--- src/rtl/iob_bus_arbiter_pkg.sv ---
// Shared definitions for the two-master IOb arbiter: FSM encoding and
// widths of the packed request/response bundles.
package iob_bus_arbiter_pkg;

    typedef enum logic [1:0] {
        ST_IDLE    = 2'd0,
        ST_REQ     = 2'd1,
        ST_RD_WAIT = 2'd2
    } arb_state_e;

    // Request bundle layout: {avalid, addr, wdata, wstrb}
    function automatic int req_w(input int addr_w, input int data_w);
        return 1 + addr_w + data_w + data_w / 8;
    endfunction

    // Response bundle layout: {rvalid, rdata}
    function automatic int resp_w(input int data_w);
        return 1 + data_w;
    endfunction

endpackage

--- src/rtl/iob_rr_arb2.sv ---
// Combinational two-way grant: a sole requester wins; a tie goes to the
// master that was not served last, or always to master 1 in fixed mode.
module iob_rr_arb2 #(
    parameter int FIXED_PRIO = 0
) (
    input  logic [1:0] req_i,
    input  logic       last_i,
    output logic       sel_o,
    output logic       any_o
);

    always_comb begin
        any_o = |req_i;
        if (req_i == 2'b11) begin
            sel_o = (FIXED_PRIO != 0) ? 1'b1 : ~last_i;
        end else begin
            sel_o = req_i[1];
        end
    end

endmodule

--- src/rtl/iob_bus_arbiter.sv ---
// Shares one IOb native slave port between two masters, one transaction in
// flight; writes finish on s_ready_i, reads finish on s_rvalid_i.
module iob_bus_arbiter
    import iob_bus_arbiter_pkg::*;
#(
    parameter int ADDR_W     = 32,
    parameter int DATA_W     = 32,
    parameter int FIXED_PRIO = 0
) (
    input  logic                clk_i,
    input  logic                rst_i,
    input  logic                cke_i,

    input  logic                m0_avalid_i,
    input  logic [ADDR_W-1:0]   m0_addr_i,
    input  logic [DATA_W-1:0]   m0_wdata_i,
    input  logic [DATA_W/8-1:0] m0_wstrb_i,
    output logic                m0_ready_o,
    output logic                m0_rvalid_o,
    output logic [DATA_W-1:0]   m0_rdata_o,

    input  logic                m1_avalid_i,
    input  logic [ADDR_W-1:0]   m1_addr_i,
    input  logic [DATA_W-1:0]   m1_wdata_i,
    input  logic [DATA_W/8-1:0] m1_wstrb_i,
    output logic                m1_ready_o,
    output logic                m1_rvalid_o,
    output logic [DATA_W-1:0]   m1_rdata_o,

    output logic                s_avalid_o,
    output logic [ADDR_W-1:0]   s_addr_o,
    output logic [DATA_W-1:0]   s_wdata_o,
    output logic [DATA_W/8-1:0] s_wstrb_o,
    input  logic                s_ready_i,
    input  logic                s_rvalid_i,
    input  logic [DATA_W-1:0]   s_rdata_i
);

    localparam int REQ_W  = req_w(ADDR_W, DATA_W);
    localparam int RESP_W = resp_w(DATA_W);

    arb_state_e state_q;
    logic       gnt_q;
    logic       last_q;

    logic              arb_sel;
    logic              arb_any;
    logic              drv_en;
    logic              drv_sel;
    logic              accept;
    logic              is_write;
    logic              rd_done;
    logic [REQ_W-1:0]  m0_req;
    logic [REQ_W-1:0]  m1_req;
    logic [REQ_W-1:0]  s_req;
    logic [RESP_W-1:0] m0_resp;
    logic [RESP_W-1:0] m1_resp;

    iob_rr_arb2 #(
        .FIXED_PRIO(FIXED_PRIO)
    ) u_arb (
        .req_i ({m1_avalid_i, m0_avalid_i}),
        .last_i(last_q),
        .sel_o (arb_sel),
        .any_o (arb_any)
    );

    assign m0_req = {m0_avalid_i, m0_addr_i, m0_wdata_i, m0_wstrb_i};
    assign m1_req = {m1_avalid_i, m1_addr_i, m1_wdata_i, m1_wstrb_i};

    // IDLE forwards the fresh arbitration result with zero latency; REQ
    // forwards only the granted master; RD_WAIT keeps the slave bus quiet.
    always_comb begin
        drv_en  = 1'b0;
        drv_sel = gnt_q;
        case (state_q)
            ST_IDLE: begin
                drv_en  = arb_any;
                drv_sel = arb_sel;
            end
            ST_REQ: begin
                drv_en = gnt_q ? m1_avalid_i : m0_avalid_i;
            end
            default: begin
                drv_en = 1'b0;
            end
        endcase
        s_req = '0;
        if (drv_en) begin
            s_req = drv_sel ? m1_req : m0_req;
        end
    end

    assign {s_avalid_o, s_addr_o, s_wdata_o, s_wstrb_o} = s_req;

    assign accept     = drv_en & s_ready_i;
    assign is_write   = |s_wstrb_o;
    assign m0_ready_o = accept & ~drv_sel;
    assign m1_ready_o = accept & drv_sel;

    // Stray s_rvalid_i outside RD_WAIT never reaches a master.
    assign rd_done = (state_q == ST_RD_WAIT) & s_rvalid_i;
    assign m0_resp = {rd_done & ~gnt_q, s_rdata_i};
    assign m1_resp = {rd_done & gnt_q, s_rdata_i};
    assign {m0_rvalid_o, m0_rdata_o} = m0_resp;
    assign {m1_rvalid_o, m1_rdata_o} = m1_resp;

    always_ff @(posedge clk_i) begin
        if (rst_i) begin
            state_q <= ST_IDLE;
            gnt_q   <= 1'b0;
            last_q  <= 1'b1;
        end else if (cke_i) begin
            case (state_q)
                ST_IDLE: begin
                    if (arb_any) begin
                        gnt_q <= arb_sel;
                        if (s_ready_i) begin
                            last_q  <= arb_sel;
                            state_q <= is_write ? ST_IDLE : ST_RD_WAIT;
                        end else begin
                            state_q <= ST_REQ;
                        end
                    end
                end
                ST_REQ: begin
                    // A master withdrawing its request is dropped without a transfer.
                    if (!drv_en) begin
                        state_q <= ST_IDLE;
                    end else if (s_ready_i) begin
                        last_q  <= gnt_q;
                        state_q <= is_write ? ST_IDLE : ST_RD_WAIT;
                    end
                end
                ST_RD_WAIT: begin
                    if (s_rvalid_i) begin
                        state_q <= ST_IDLE;
                    end
                end
                default: begin
                    state_q <= ST_IDLE;
                end
            endcase
        end
    end

endmodule
--- config.mk ---
export PLATFORM = sky130hd
export DESIGN_NAME = iob_bus_arbiter
export DESIGN_NICKNAME = d
export VERILOG_FILES = /design/src/rtl/iob_bus_arbiter_pkg.sv /design/src/rtl/iob_rr_arb2.sv /design/src/rtl/iob_bus_arbiter.sv
export SDC_FILE = /design/constraint.sdc
export NUM_CORES = 1
export LEC_CHECK = 0
export ABC_CLOCK_PERIOD_IN_PS = 1900
export CORE_AREA = 2 2 122 124
export DETAILED_ROUTE_END_ITERATION = 10
export DIE_AREA = 0 0 124 126
export PLACE_DENSITY = 0.63
export SETUP_SLACK_MARGIN = 0.02
export SLEW_MARGIN = 10
export SYNTH_ARGS = -nofsm -noshare
export SYNTH_HDL_FRONTEND = slang
export SYNTH_SLANG_ARGS = --single-unit
--- constraint.sdc ---
create_clock -name clk_i -period 1.9 [get_ports clk_i]
set_input_delay 0.285 -clock clk_i [delete_from_list [all_inputs] [get_ports clk_i]]
set_output_delay 0.285 -clock clk_i [all_outputs]
set_load 0.005 [all_outputs]
======== Word-level counts from Yosys, hierarchy flattened ========
Cells that the tools add are included.
word-level totals
  bits in latches ......................... 0
  ROM bits ................................ 0
  memories kept ........................... 0
  flip-flop bits (word level) ............. 4
  output and inout bits ................... 137
  logic and storage cells ................. 46
  RAM bits ................................ 0
  input port bits ......................... 175
cells by class
  eq/ne operators ......................... 9
  divide/modulo/power cells ............... 0
  multiplexer cells ....................... 18
  bitwise logic cells ..................... 9
  shifts and indexed selects .............. 0
  multipliers ............................. 0
  $lt $le $gt $ge ......................... 0
  $add $sub $neg .......................... 0
  reductions and logical operators ........ 7
operators by type and width
  operator                                       count
  two-way mux 69 bit                             2
  two-way mux 2 bit                              6
  != test 2 bit, second input constant           5
  two-way mux 1 bit                              7
  AND 1 bit                                      6
  one-hot mux 2 bit (3 select lines)             1
  AND reduction 6 bit                            1
  == test 2 bit, second input constant           2
  one-hot mux 1 bit (2 select lines)             2
  AND reduction 4 bit                            1
  OR reduction 4 bit                             1
  != test 3 bit, second input constant           1
  NOT 1 bit                                      3
  AND reduction 3 bit                            1
  == test 2 x 1 -> 1 bit, second input constant  1
  logical NOT 2 bit                              1
  nonzero test 2 bit                             1
  OR reduction 2 bit                             1

======== Logic depth before layout (Yosys ltp) ========
Gate-level depths: netlist (run 1).
  word-level depth ........................ 10
  gate-level depth with buffers ........... 8
  gate-level depth less buffers ........... 4

======== Modules after synthesis ========
From an unflattened synthesis (run 1), not the netlist that was laid out.
unflattened totals
  cell total of the unflattened synthesis .. 334
  area total of the unflattened synthesis .. 1971.9 µm²
modules (own cells, without submodules)
  module           cells an instance  area an instance (µm²)  times used  sequential area each (µm²)
  iob_bus_arbiter  332                1958.1                  1           80.1
  iob_rr_arb2      2                  13.8                    1           0.0

======== Worst setup path before layout (run 1) ========
Ideal clock, no wire load.
  path kind ............................... register to output
  start point ............................. reg state_q[1]
  end point ............................... out s_addr_o[18]
  stages on the path, launching flop included .. 9
  arrival ................................. 1.369 ns
  data required time ...................... 1.615 ns
  path buffers ............................ 4
  path slack .............................. 0.246 ns
  cell sequence ........................... dfxtp_1 buf_6 o21a_1 a21oi_1 buf_4 buf_8 buf_12 mux2i_1 nor2_1
on the way
  cells in the longest elaborated chain, start to end .. 4
  elaborated cells on any way between the ends .. 6
  classes of those cells .................. 1 x eq/ne; 4 x mux; 1 x reduce/logical
ends and longest elaborated chain
  element                 RTL line                RTL
  start, declared         iob_bus_arbiter.sv:42   arb_state_e state_q;
  start signal, assigned  iob_bus_arbiter.sv:120  state_q <= is_write ? ST_IDLE : ST_RD_WAIT;
  start signal, assigned  iob_bus_arbiter.sv:132  state_q <= is_write ? ST_IDLE : ST_RD_WAIT;
  logical NOT 2 bit       iob_bus_arbiter.sv:76   case (state_q)
  two-way mux 1 bit       iob_bus_arbiter.sv:76
  two-way mux 69 bit      iob_bus_arbiter.sv:90   s_req = drv_sel ? m1_req : m0_req;
  two-way mux 69 bit (*)  iob_bus_arbiter.sv:89   if (drv_en) begin
  end, declared           iob_bus_arbiter.sv:31   output logic [ADDR_W-1:0] s_addr_o,
Every way passes the cells marked *; elsewhere a longest branch is shown, timed or not.

======== Worst setup path in the final report (run 1) ========
  start point ............................. reg state_q[0]
  end point ............................... out s_addr_o[20]
Same word-level chain as after synthesis.

==> flow_summary.ini, run 1 <==
[power_and_ir_drop]
p_per_area_nw_per_um2 = 407
p_leak_uw = 0.00213
peakVddDrop_v = 0.000277

[outcome]
violations = negative setup slack
status = complete, but fails checks

[synth]
synth-edff-count = 0
synth_cell_types = 33
synth_top_area_share_pct = 36.8
synth_ff_type = dfxtp_1
ys_ff_latch = 4
syn_inst = 263
ys.warnings.count = 0
synth.area.top_cells = mux2i_1, buf_4, nor2_1
yosys.area.top_type = mux2i_1
avgSynthCellArea_um2 = 7.24
synthArstFlopShare_pct = 0
synthesis.area_um2 = 1900
ys_seq_area_share_pct = 4.20
synth_most_common_cell = nor2_1
ys_top_cells_by_count = nor2_1, buf_4, mux2i_1
synth_nets = 438

[sta]
hold_violations = 0
setup_ws_ps = -196
clock_skew_ps = 2.13
fin_crit_sh_pct = 110
drv_slew = 0
fin_setup_tns_ps = -8130
rsz0062_at_grt = true
tightest_slew_ps = 537
period_minus_slack_ps = 2100
max_freq_mhz = 477
whs_ps = 459
finalSetupViolCount = 68
relSlewSlack_pct = 64.0

[routing]
drtPass1Iterations = 4
drtIter0Drc = 23
drc_errors = 0
wirelength_mm = 9.66
post_drt_via_cell_ratio = 3.97
wl_per_cell_um = 15.1
via_count = 2532
detail-route-antenna-nets = 0

[placed_design]
place.gp.congestion = 0.736
dpl_cell_area_um2 = 3950
port_buffers = 215
hpwlAfterDp_mm = 7.13

[setup_path]
setup.worst_path.class = reg2out
cp.required_ps = 1620
worstReg2RegStart = state_q[0]
r2r_cells = 6
end_kind = output pin
r2r_end = last_q
worstPathCellList = o21a_1, a21oi_4, buf_8, buf_4, mux2i_1, nor2_1, dlygate4sd2_1
slowest_stage = dfxtp_4
reg2reg_slack_ps = 240
cp_slowest_stage_delay_ps = 350
crit_path_start_kind = flip-flop
cp_max_fo = 8
cp.arrival_ps = 1810

[final_layout]
area_growth_pct = 124
utilization_pct = 29.8
nets = 631
drive_gt1_share_pct = 32.2
design_area_um2 = 4260
fill_cells = 1543
num_antenna_cells = 0

[min_path]
hold_path_startpoint = m0_avalid_i
hold_depth = 4
hold_class = in2reg
hold_end = gnt_q

[job]
timing.max_cap.violations = 0

[floorplanning]
core_um2 = 14300
dieWidth_um = 124
die_h_um = 126
initial_utilization_pct = 13.3
die-area_um2 = 15600
rows = 44
pin_count = 312

[clocking]
hold_buffers = 0
clk_latency_ps = 220
htree_num_levels = 1
numCtsBuffers = 3
clock_sinks = 4
clk_pin_slew_ps = 30
cts-root-buf = clkbuf_16
tritoncts = built
clockBufferDepth = 2

[global_routing]
grt_overflow_total = 0
grt_pass1_wl_mm = 13.0
grt_pass1_vias = 2610
antenna_found_initial = 0
grt_max_degree = 26
track_usage_pct = 10.8
worst max-delay path: cells and delay by family (launching register included):
| kind | cells | cell delay (ps) |
|---|---|---|
| AOI/OAI and AO/OA | 2 | 410 |
| buffers and inverters | 3 | 580 |
| DFF | 1 | 350 |
| muxes | 1 | 190 |
| and+or+nand+nor | 1 | 50 |
flip-flops by register name (all words and copies together), names as in the netlist:
| name | cells |
|---|---|
| state_q | 2 |
| gnt_q | 1 |
| last_q | 1 |
per-layer routing:
metal  part of all wire, %  track usage, %  vias to the layer above
met5                     0               0                        -
met4                   1.7            2.71                        0
met3                    13            3.80                       28
met2                    54            22.1                      186
met1                    32            9.82                     1113
li1                      -               -                     1205
metrics by stage:
stage / std cells / setup slack (ps) / total power (uW)
6_report: 638 / -196 / 1730
5_1_grt: 638 / -264 / 1850
4_1_cts: 626 / -265 / 1700
3_5_place_dp: 606 / -680 / 1310
3_3_place_gp: 606 / -661 / 1300
2_1_floorplan: 263 / 246 / 629
logic make-up (layout without fill, tap and decap cells):
| logic type | after synthesis | after routing | share of synthesized area, % |
|---|---|---|---|
| compound gates | 17 | 17 | 7.03 |
| simple gates | 86 | 86 | 19.0 |
| buf+inv | 86 | 277 | 33.0 |
| mux | 70 | 70 | 36.8 |
| flops | 4 | 4 | 4.21 |
power breakdown:
group / switching, uW / internal [uW]
Clock: 61.8 / 269
Combinational: 484 / 822
Sequential: 6.77 / 89.8
area by class of cell:
cell class	instances	area [um^2]	area share, %
timing repair buffer	270	2550	59.9
multi-input combinational	173	1310	30.6
tap	184	230	5.40
sequential	4	85.1	2.00
clock buffer	3	75.1	1.76
inverter	4	15.0	0.352
worst max-delay path by stage:
| stage | from | to | slack, ps | cells past startpoint |
|---|---|---|---|---|
| global route | state_q[0] | s_addr_o[26] | -260 | 7 |
| CTS | state_q[0] | s_wdata_o[9] | -260 | 8 |
| detailed placement | m0_avalid_i | s_wstrb_o[3] | -680 | 7 |
| finish | state_q[0] | s_addr_o[20] | -200 | 7 |
| floorplan | state_q[1] | s_addr_o[18] | 250 | 8 |
| global placement | m0_avalid_i | s_wstrb_o[3] | -660 | 7 |
timing repair:
item | 4_1_cts | 5_1_grt
setup endpoints to repair | 72 | 72
gates resized for setup | 96 | 152
pin swaps | 5 | 19
hold endpoints to repair | 0 | 0
setup buffers | 12 | 11
gates cloned | 5 | 3
cell usage in the layout (no fill, tap or decap), types with 2 or more instances in the layout:
| cell | netlist | routed |
|---|---|---|
| nor3_1 | 4 | 2 |
| buf_12 | 1 | 8 |
| buf_2 | 6 | 3 |
| buf_6 | 1 | 10 |
| clkbuf_16 | 0 | 6 |
| buf_4 | 70 | 25 |
| a21oi_1 | 4 | 3 |
| inv_1 | 4 | 3 |
| nor3_2 | 0 | 2 |
| nand2b_1 | 3 | 2 |
| dlygate4sd2_1 | 0 | 12 |
| nor2_1 | 71 | 69 |
| clkbuf_2 | 0 | 59 |
| buf_16 | 0 | 3 |
| clkdlybuf4s50_1 | 0 | 141 |
| buf_8 | 1 | 5 |
| mux2i_1 | 70 | 58 |
| a211oi_1 | 2 | 2 |
| nor2_2 | 1 | 3 |
| mux2i_2 | 0 | 11 |
| dfxtp_1 | 4 | 2 |
Power figures use the tool's default switching activity.
==> run 2, diff against run 1 <==
--- a/config.mk
+++ b/config.mk
@@ -10,6 +10,7 @@
 export DETAILED_ROUTE_END_ITERATION = 10
 export DIE_AREA = 0 0 124 126
 export PLACE_DENSITY = 0.63
+export RECOVER_POWER = 25
 export SETUP_SLACK_MARGIN = 0.02
 export SLEW_MARGIN = 10
 export SYNTH_ARGS = -nofsm -noshare
==> results of run 2 <==
Same layout as run 1: the final DEF is identical, and so are final timing and power.
